**src/rtl/map_cell_writer_if.sv**
```systemverilog
// Request channel plus the map RAM port owned by map_cell_writer.
// The master side is the requester/RAM environment; the slave side is the writer.
interface map_cell_writer_if #(
    parameter int unsigned W  = 11,
    parameter int unsigned AW = 5
);
    logic          req_valid;
    logic          req_ready;
    logic [1:0]    req_op;
    logic [9:0]    req_x;
    logic [8:0]    req_y;
    logic [AW-1:0] ram_addr;
    logic [W-1:0]  ram_rdata;
    logic          ram_we;
    logic [W-1:0]  ram_wdata;
    logic          done;
    logic          err;
    logic          busy;

    modport master (
        output req_valid, req_op, req_x, req_y, ram_rdata,
        input  req_ready, ram_addr, ram_we, ram_wdata, done, err, busy
    );

    modport slave (
        input  req_valid, req_op, req_x, req_y, ram_rdata,
        output req_ready, ram_addr, ram_we, ram_wdata, done, err, busy
    );
endinterface

```
**src/rtl/map_cell_writer.sv**
```systemverilog
// Serialized read-modify-write of one wall bit in the row-addressable maze map,
// or a sweep that zeroes every row. Owns the map RAM write port.
`ifndef CELL_SIZE
`define CELL_SIZE 16
`endif
`ifndef MAZE_X0
`define MAZE_X0 32
`endif
`ifndef MAZE_Y0
`define MAZE_Y0 16
`endif
`ifndef MAP_WIDTH
`define MAP_WIDTH 11
`endif
`ifndef MAP_HEIGHT
`define MAP_HEIGHT 21
`endif

module map_cell_writer #(
    parameter int unsigned CELL_SIZE  = `CELL_SIZE,
    parameter int unsigned MAZE_X0    = `MAZE_X0,
    parameter int unsigned MAZE_Y0    = `MAZE_Y0,
    parameter int unsigned MAP_WIDTH  = `MAP_WIDTH,
    parameter int unsigned MAP_HEIGHT = `MAP_HEIGHT
) (
    input  logic               clk,
    input  logic               rst,
    map_cell_writer_if.slave   bus
);
    localparam int unsigned W        = MAP_WIDTH;
    localparam int unsigned AW       = $clog2(MAP_HEIGHT);
    localparam int unsigned CW       = $clog2(MAP_WIDTH);
    localparam int unsigned CS_SHIFT = $clog2(CELL_SIZE);
    localparam int unsigned X_END    = MAZE_X0 + MAP_WIDTH * CELL_SIZE;
    localparam int unsigned Y_END    = MAZE_Y0 + MAP_HEIGHT * CELL_SIZE;

    localparam logic [1:0] OP_CLR_BIT = 2'b00;
    localparam logic [1:0] OP_SET_BIT = 2'b01;
    localparam logic [1:0] OP_TOG_BIT = 2'b10;
    localparam logic [1:0] OP_CLR_ALL = 2'b11;

    typedef enum logic [2:0] {
        IDLE = 3'd0,
        RD   = 3'd1,
        WR   = 3'd2,
        CLR  = 3'd3,
        FIN  = 3'd4
    } state_t;

    state_t        state, state_n;
    logic [1:0]    op_q, op_n;
    logic [AW-1:0] row_q, row_n;
    logic [CW-1:0] bidx_q, bidx_n;
    logic          flag_q, flag_n;
    logic [AW-1:0] clr_cnt, cnt_n;
    logic [AW-1:0] addr_q, addr_n;
    logic          we_q, we_n;
    logic          done_q, done_n;
    logic          err_q, err_n;
    logic          ready_q, ready_n;

    logic          in_region_c;
    logic [9:0]    rel_x_c;
    logic [8:0]    rel_y_c;
    logic [AW-1:0] row_c;
    logic [CW-1:0] col_c;
    logic [CW-1:0] bidx_c;
    logic          accept_c;
    logic [W-1:0]  mask_c;
    logic [W-1:0]  mod_row_c;

    // Region test and tile coordinates; offsets are only formed once inside the maze
    always_comb begin
        in_region_c = (32'(bus.req_x) >= MAZE_X0) && (32'(bus.req_x) < X_END) &&
                      (32'(bus.req_y) >= MAZE_Y0) && (32'(bus.req_y) < Y_END);
        rel_x_c     = '0;
        rel_y_c     = '0;
        if (in_region_c) begin
            rel_x_c = 10'(32'(bus.req_x) - MAZE_X0);
            rel_y_c = 9'(32'(bus.req_y) - MAZE_Y0);
        end
        col_c  = CW'(rel_x_c >> CS_SHIFT);
        row_c  = AW'(rel_y_c >> CS_SHIFT);
        bidx_c = CW'(MAP_WIDTH - 1) - col_c;
    end

    assign accept_c = bus.req_valid && ready_q;

    // Column 0 lives in the row MSB, so the latched index is already mirrored
    always_comb begin
        mask_c    = W'(1) << bidx_q;
        mod_row_c = bus.ram_rdata;
        unique case (op_q)
            OP_CLR_BIT: mod_row_c = bus.ram_rdata & ~mask_c;
            OP_SET_BIT: mod_row_c = bus.ram_rdata | mask_c;
            OP_TOG_BIT: mod_row_c = bus.ram_rdata ^ mask_c;
            default:    mod_row_c = bus.ram_rdata;
        endcase
    end

    always_ff @(posedge clk or posedge rst) begin
        if (rst) begin
            state   <= IDLE;
            op_q    <= '0;
            row_q   <= '0;
            bidx_q  <= '0;
            flag_q  <= 1'b0;
            clr_cnt <= '0;
            addr_q  <= '0;
            we_q    <= 1'b0;
            done_q  <= 1'b0;
            err_q   <= 1'b0;
            ready_q <= 1'b1;
        end else begin
            state   <= state_n;
            op_q    <= op_n;
            row_q   <= row_n;
            bidx_q  <= bidx_n;
            flag_q  <= flag_n;
            clr_cnt <= cnt_n;
            addr_q  <= addr_n;
            we_q    <= we_n;
            done_q  <= done_n;
            err_q   <= err_n;
            ready_q <= ready_n;
        end
    end

    // Next state and the next values of every registered output
    always_comb begin
        state_n = state;
        op_n    = op_q;
        row_n   = row_q;
        bidx_n  = bidx_q;
        flag_n  = flag_q;
        cnt_n   = clr_cnt;
        addr_n  = addr_q;
        we_n    = 1'b0;

        unique case (state)
            IDLE, FIN: begin
                if (state == FIN) begin
                    state_n = IDLE;
                end
                if (accept_c) begin
                    op_n   = bus.req_op;
                    row_n  = row_c;
                    bidx_n = bidx_c;
                    flag_n = 1'b0;
                    if (bus.req_op == OP_CLR_ALL) begin
                        state_n = CLR;
                        cnt_n   = '0;
                        addr_n  = '0;
                        we_n    = 1'b1;
                    end else if (!in_region_c) begin
                        state_n = FIN;
                        flag_n  = 1'b1;
                    end else begin
                        state_n = RD;
                        addr_n  = row_c;
                    end
                end
            end
            RD: begin
                state_n = WR;
                addr_n  = row_q;
                we_n    = 1'b1;
            end
            WR: begin
                state_n = FIN;
            end
            CLR: begin
                // Stop on the last row so no address beyond the map is ever driven
                if (clr_cnt == AW'(MAP_HEIGHT - 1)) begin
                    state_n = FIN;
                end else begin
                    cnt_n  = AW'(clr_cnt + 1'b1);
                    addr_n = AW'(clr_cnt + 1'b1);
                    we_n   = 1'b1;
                end
            end
            default: begin
                state_n = IDLE;
            end
        endcase

        done_n  = (state_n == FIN) && !flag_n;
        err_n   = (state_n == FIN) && flag_n;
        ready_n = (state_n == IDLE) || (state_n == FIN);
    end

    // Write data follows the read data within the WR cycle; zero everywhere else
    assign bus.ram_wdata = (state == WR) ? mod_row_c : '0;
    assign bus.ram_addr  = addr_q;
    assign bus.ram_we    = we_q;
    assign bus.done      = done_q;
    assign bus.err       = err_q;
    assign bus.req_ready = ready_q;
    assign bus.busy      = !ready_q;

endmodule
```
**src/flat_wrapper.sv**
```systemverilog
// flat-port wrapper written by rule: the top's interface ports become plain ports
module map_cell_writer_flat 
#(
    parameter int unsigned CELL_SIZE  = `CELL_SIZE,
    parameter int unsigned MAZE_X0    = `MAZE_X0,
    parameter int unsigned MAZE_Y0    = `MAZE_Y0,
    parameter int unsigned MAP_WIDTH  = `MAP_WIDTH,
    parameter int unsigned MAP_HEIGHT = `MAP_HEIGHT
)
  (clk, rst, bus_req_valid, bus_req_op, bus_req_x, bus_req_y, bus_ram_rdata, bus_req_ready, bus_ram_addr, bus_ram_we, bus_ram_wdata, bus_done, bus_err, bus_busy);
  map_cell_writer_if bus_i ();
  input  logic clk;
  input  logic rst;
  input wire logic [$bits(bus_i.req_valid)-1:0] bus_req_valid;
  input wire logic [$bits(bus_i.req_op)-1:0] bus_req_op;
  input wire logic [$bits(bus_i.req_x)-1:0] bus_req_x;
  input wire logic [$bits(bus_i.req_y)-1:0] bus_req_y;
  input wire logic [$bits(bus_i.ram_rdata)-1:0] bus_ram_rdata;
  output wire logic [$bits(bus_i.req_ready)-1:0] bus_req_ready;
  output wire logic [$bits(bus_i.ram_addr)-1:0] bus_ram_addr;
  output wire logic [$bits(bus_i.ram_we)-1:0] bus_ram_we;
  output wire logic [$bits(bus_i.ram_wdata)-1:0] bus_ram_wdata;
  output wire logic [$bits(bus_i.done)-1:0] bus_done;
  output wire logic [$bits(bus_i.err)-1:0] bus_err;
  output wire logic [$bits(bus_i.busy)-1:0] bus_busy;
  assign bus_i.req_valid = bus_req_valid;
  assign bus_i.req_op = bus_req_op;
  assign bus_i.req_x = bus_req_x;
  assign bus_i.req_y = bus_req_y;
  assign bus_i.ram_rdata = bus_ram_rdata;
  assign bus_req_ready = bus_i.req_ready;
  assign bus_ram_addr = bus_i.ram_addr;
  assign bus_ram_we = bus_i.ram_we;
  assign bus_ram_wdata = bus_i.ram_wdata;
  assign bus_done = bus_i.done;
  assign bus_err = bus_i.err;
  assign bus_busy = bus_i.busy;
  map_cell_writer #(.CELL_SIZE(CELL_SIZE), .MAZE_X0(MAZE_X0), .MAZE_Y0(MAZE_Y0), .MAP_WIDTH(MAP_WIDTH), .MAP_HEIGHT(MAP_HEIGHT)) u_core (.clk(clk), .rst(rst), .bus(bus_i));
endmodule
```
**config.mk**
```make
export PLATFORM = sky130hd
export DESIGN_NAME = map_cell_writer_flat
export DESIGN_NICKNAME = d
export VERILOG_FILES = /design/src/rtl/map_cell_writer_if.sv /design/src/rtl/map_cell_writer.sv /design/src/flat_wrapper.sv
export SDC_FILE = /design/constraint.sdc
export NUM_CORES = 1
export LEC_CHECK = 0
export BUFFER_PORTS_ARGS = -buffer_cell sky130_fd_sc_hd__buf_2
export CAP_MARGIN = 20
export CORE_MARGIN = 5
export CORE_UTILIZATION = 53
export CTS_CLUSTER_DIAMETER = 50
export DETAILED_ROUTE_END_ITERATION = 7
export PLACE_DENSITY = 0.82
export SETUP_SLACK_MARGIN = 0.05
export SLEW_MARGIN = 10
export SYNTH_ARGS = -nofsm -noshare
export SYNTH_HDL_FRONTEND = slang
export SYNTH_SLANG_ARGS = --single-unit
```
**constraint.sdc**
```tcl
create_clock -name clk -period 2.6 [get_ports clk]
set_input_delay 0.52 -clock clk [delete_from_list [all_inputs] [get_ports clk]]
set_output_delay 0.52 -clock clk [all_outputs]
set_load 0.01 [all_outputs]
```
==> reports/results.txt <==
Global route overflow: 0
Status: finished, final reports clean
H-tree Lvls: 2
Syn Area/Cell: 8.576 um2
Final wirelength: 4809 um
Ys async rst share: 1.000
Max-Cap Viols: 0
Post-Synthesis Cell Area: 0.002359 mm2
TNS Setup: 0 ns
Total power: 1.708 mW
Largest net degree at the start of global routing: 32
WP data arrival: 1.95 ns
CP required: 2.08 ns
Fin util: 0.6403
Die span in y: 76.71 um
Kind of critical path: flop to output port
Worst vdd ir: 345.0 uV
Vias in the first global route: 1974
Worst Slack Setup Final: 0.1274 ns
Clk_skew: 0.007051 ns
Site Rows: 24
Top-area cell type share of the netlist area: 0.2971
CTS buffer count: 5
Final period util: 0.9510
Top post-synthesis cells by area: dfrtp_1, ha_1, a211oi_1
Nets@finish: 390
Global-route wire length before repair: 8638 um
Crit-path max FO: 6
Worst Tran Pin Value: 0.7566 ns
Clock tree from TritonCTS: built
I/O pin total: 56
Die area: 0.005884 mm2
Final min period: 2.473 ns
Post-synth EDFFs: 0
Root buf cell: clkbuf_8
Via count: 2083
Final setup fails: 0
Tot GR Track Use: 0.1711
Pwr dens: 616.7 mW/mm2
Met1 Usage GRT: 0.2279
Share of the yosys chip area belonging to registers: 0.3082
Detail Route Antenna Nets: 0
Max Transition Viols Final: 0
Gr busiest metal: met2
Core ar.: 0.004324 mm2
Max Fclk: 0.4044 GHz
Post-Synthesis Cells: 275
Buffers on Ports: 51
Crit. End Element: output port
Clock slew at reported path FFs: 0.07 ns
Vias per inst: 5.482
DR DRC count: 0
Worst-Skew Late Latency: 0.28 ns
Initial antenna violation count: 0
Initial DRC Count: 105
Max-slew headroom: 0.4942
Initial Util: 0.5454
Met2 usage: 0.2835
Minimum setup slack after placement: 0.1992 ns
Die Wd: 76.71 um
Met3 Use GR: 0.02927
Gpl congestion: 0.8085
Post-synthesis cell type count: 42
Yosys top cell by area: dfrtp_1
Top FF cell, synth: dfrtp_1
Final hold vios: 0
Mapped Nets: 338
RSZ-0062 raised after global routing: true
Flops & latches, synth: 29
Detailed Place HPWL: 3772 um
Longest Clk Path Bufs: 2
CP Launch Type: flop
Fill cells: 370
P_leak: 1.346 nW
Clk sink count: 29
Hold WC Path Type: input port to async pin
Area Growth Syn to Fin: 17.40%
# diodes: 0
Drt wl/cell: 12.66 um
Synth Warn #: 0
Ratio of cells with drive above 1 in the final layout: 0.2439
Drt pass-1 iters: 4
==> power by group <==
group | internal (mW) | switching [mW] | leakage (nW)
sequential | 0.532 | 0.0958 | 0.381
combinational | 0.277 | 0.396 | 0.910
clock | 0.239 | 0.168 | 0.0542
==> synthesized netlist by cell type (all sizes together) (7+ instances only) <==
master / count
ha: 28
nand2: 36
a211oi: 24
inv: 21
clkbuf: 7
nor2: 21
a21oi: 13
nor2b: 18
dfrtp: 28
nand3: 9
o21ai: 14
o31ai: 8
==> final timing paths <==
kind                                                      end  depth (start not counted)  slack [ns]                          start
setup / recovery                             bus_ram_wdata[9]                          6        0.13   u_core.bidx_q[1]$_DFFE_PP0P_
setup reg to reg           u_core.bus.ram_addr[2]$_DFFE_PP0P_                          6        0.70  u_core.clr_cnt[0]$_DFFE_PP0P_
hold / removal                  u_core.clr_cnt[4]$_DFFE_PP0P_                          3        0.29                            rst
min in group clk                   u_core.op_q[0]$_DFFE_PP0P_                          3        0.45                  bus_req_op[0]
max in group asynchronous      u_core.bus.req_ready$_DFF_PP1_                          3        2.00                            rst
hold reg to reg                   u_core.row_q[4]$_DFFE_PP0P_                          2        0.49    u_core.row_q[4]$_DFFE_PP0P_
==> per-layer routing <==
metal | up-vias | wire length (um)
met5 | - | 0
met4 | 0 | 65
met3 | 5 | 243
met2 | 60 | 2232
met1 | 949 | 2266
li1 | 1069 | -
==> what timing repair did <==
item                                    4_1_cts  5_1_grt
endpoints found under the setup margin        0       10
resized for setup                             0        2
setup buffers                                 0        0
hold buffers                                  0        0
==> layout by cell type (no fill, tap or decap), types with 6 or more instances in the layout <==
cell type	n
nand3_1	8
inv_1	20
clkbuf_8	7
buf_4	6
a21oi_1	13
nor2_1	20
dfrtp_1	28
nor2b_1	17
o31ai_1	8
nand2_1	36
xnor2_1	6
a211oi_1	23
ha_1	28
o21ai_1	8
buf_2	51
==> state kept, by name, indices dropped and copies added, names as in the netlist <==
signal	count
u_core.bus.err	1
u_core.bus.done	1
u_core.row_q	5
u_core.clr_cnt	5
u_core.bus.req_ready	1
u_core.bus.ram_addr	5
u_core.flag_q	1
u_core.state	3
u_core.bidx_q	4
u_core.bus.ram_we	1
u_core.op_q	2
==> per-stage QoR <==
stage | instances | cell area [um2] | hold WS (ns)
3_3_place_gp | 372 | 2663 | 0.4579
6_report | 380 | 2769 | 0.2884
2_1_floorplan | 275 | 2359 | 0.4432
5_1_grt | 380 | 2769 | 0.3317
4_1_cts | 380 | 2764 | 0.3089
3_5_place_dp | 372 | 2663 | 0.4701
==> worst max-delay path: stages (launching register included) <==
cell and delay, ns:
dfrtp_1 0.43, nor2_1 0.27, nand3_1 0.16, ha_1 0.30, a211oi_1 0.06, a211oi_1 0.27, buf_2 0.18
==> final cells by class <==
type,count,area [um2],share of cell area
Sequential cell,29,726.9,0.2625
Timing Repair Buffer,57,300.3,0.1084
Tap cell,52,65.06,0.02350
Clock buffer,7,96.34,0.03479
Multi-Input combinational cell,213,1496,0.5404
Clock inverter,1,5.005,0.001807
Inverter,21,78.83,0.02847
==> logic make-up after synthesis <==
kind of cell,Yosys count,share of synthesized area
compound gates,68,0.2027
xor+xnor,8,0.02971
fa+ha+maj,28,0.1485
buf+inv,33,0.05941
flops,29,0.3082
mux,8,0.03660
simple gates,101,0.2149
Note: power is estimated with default switching activity, not from simulation.
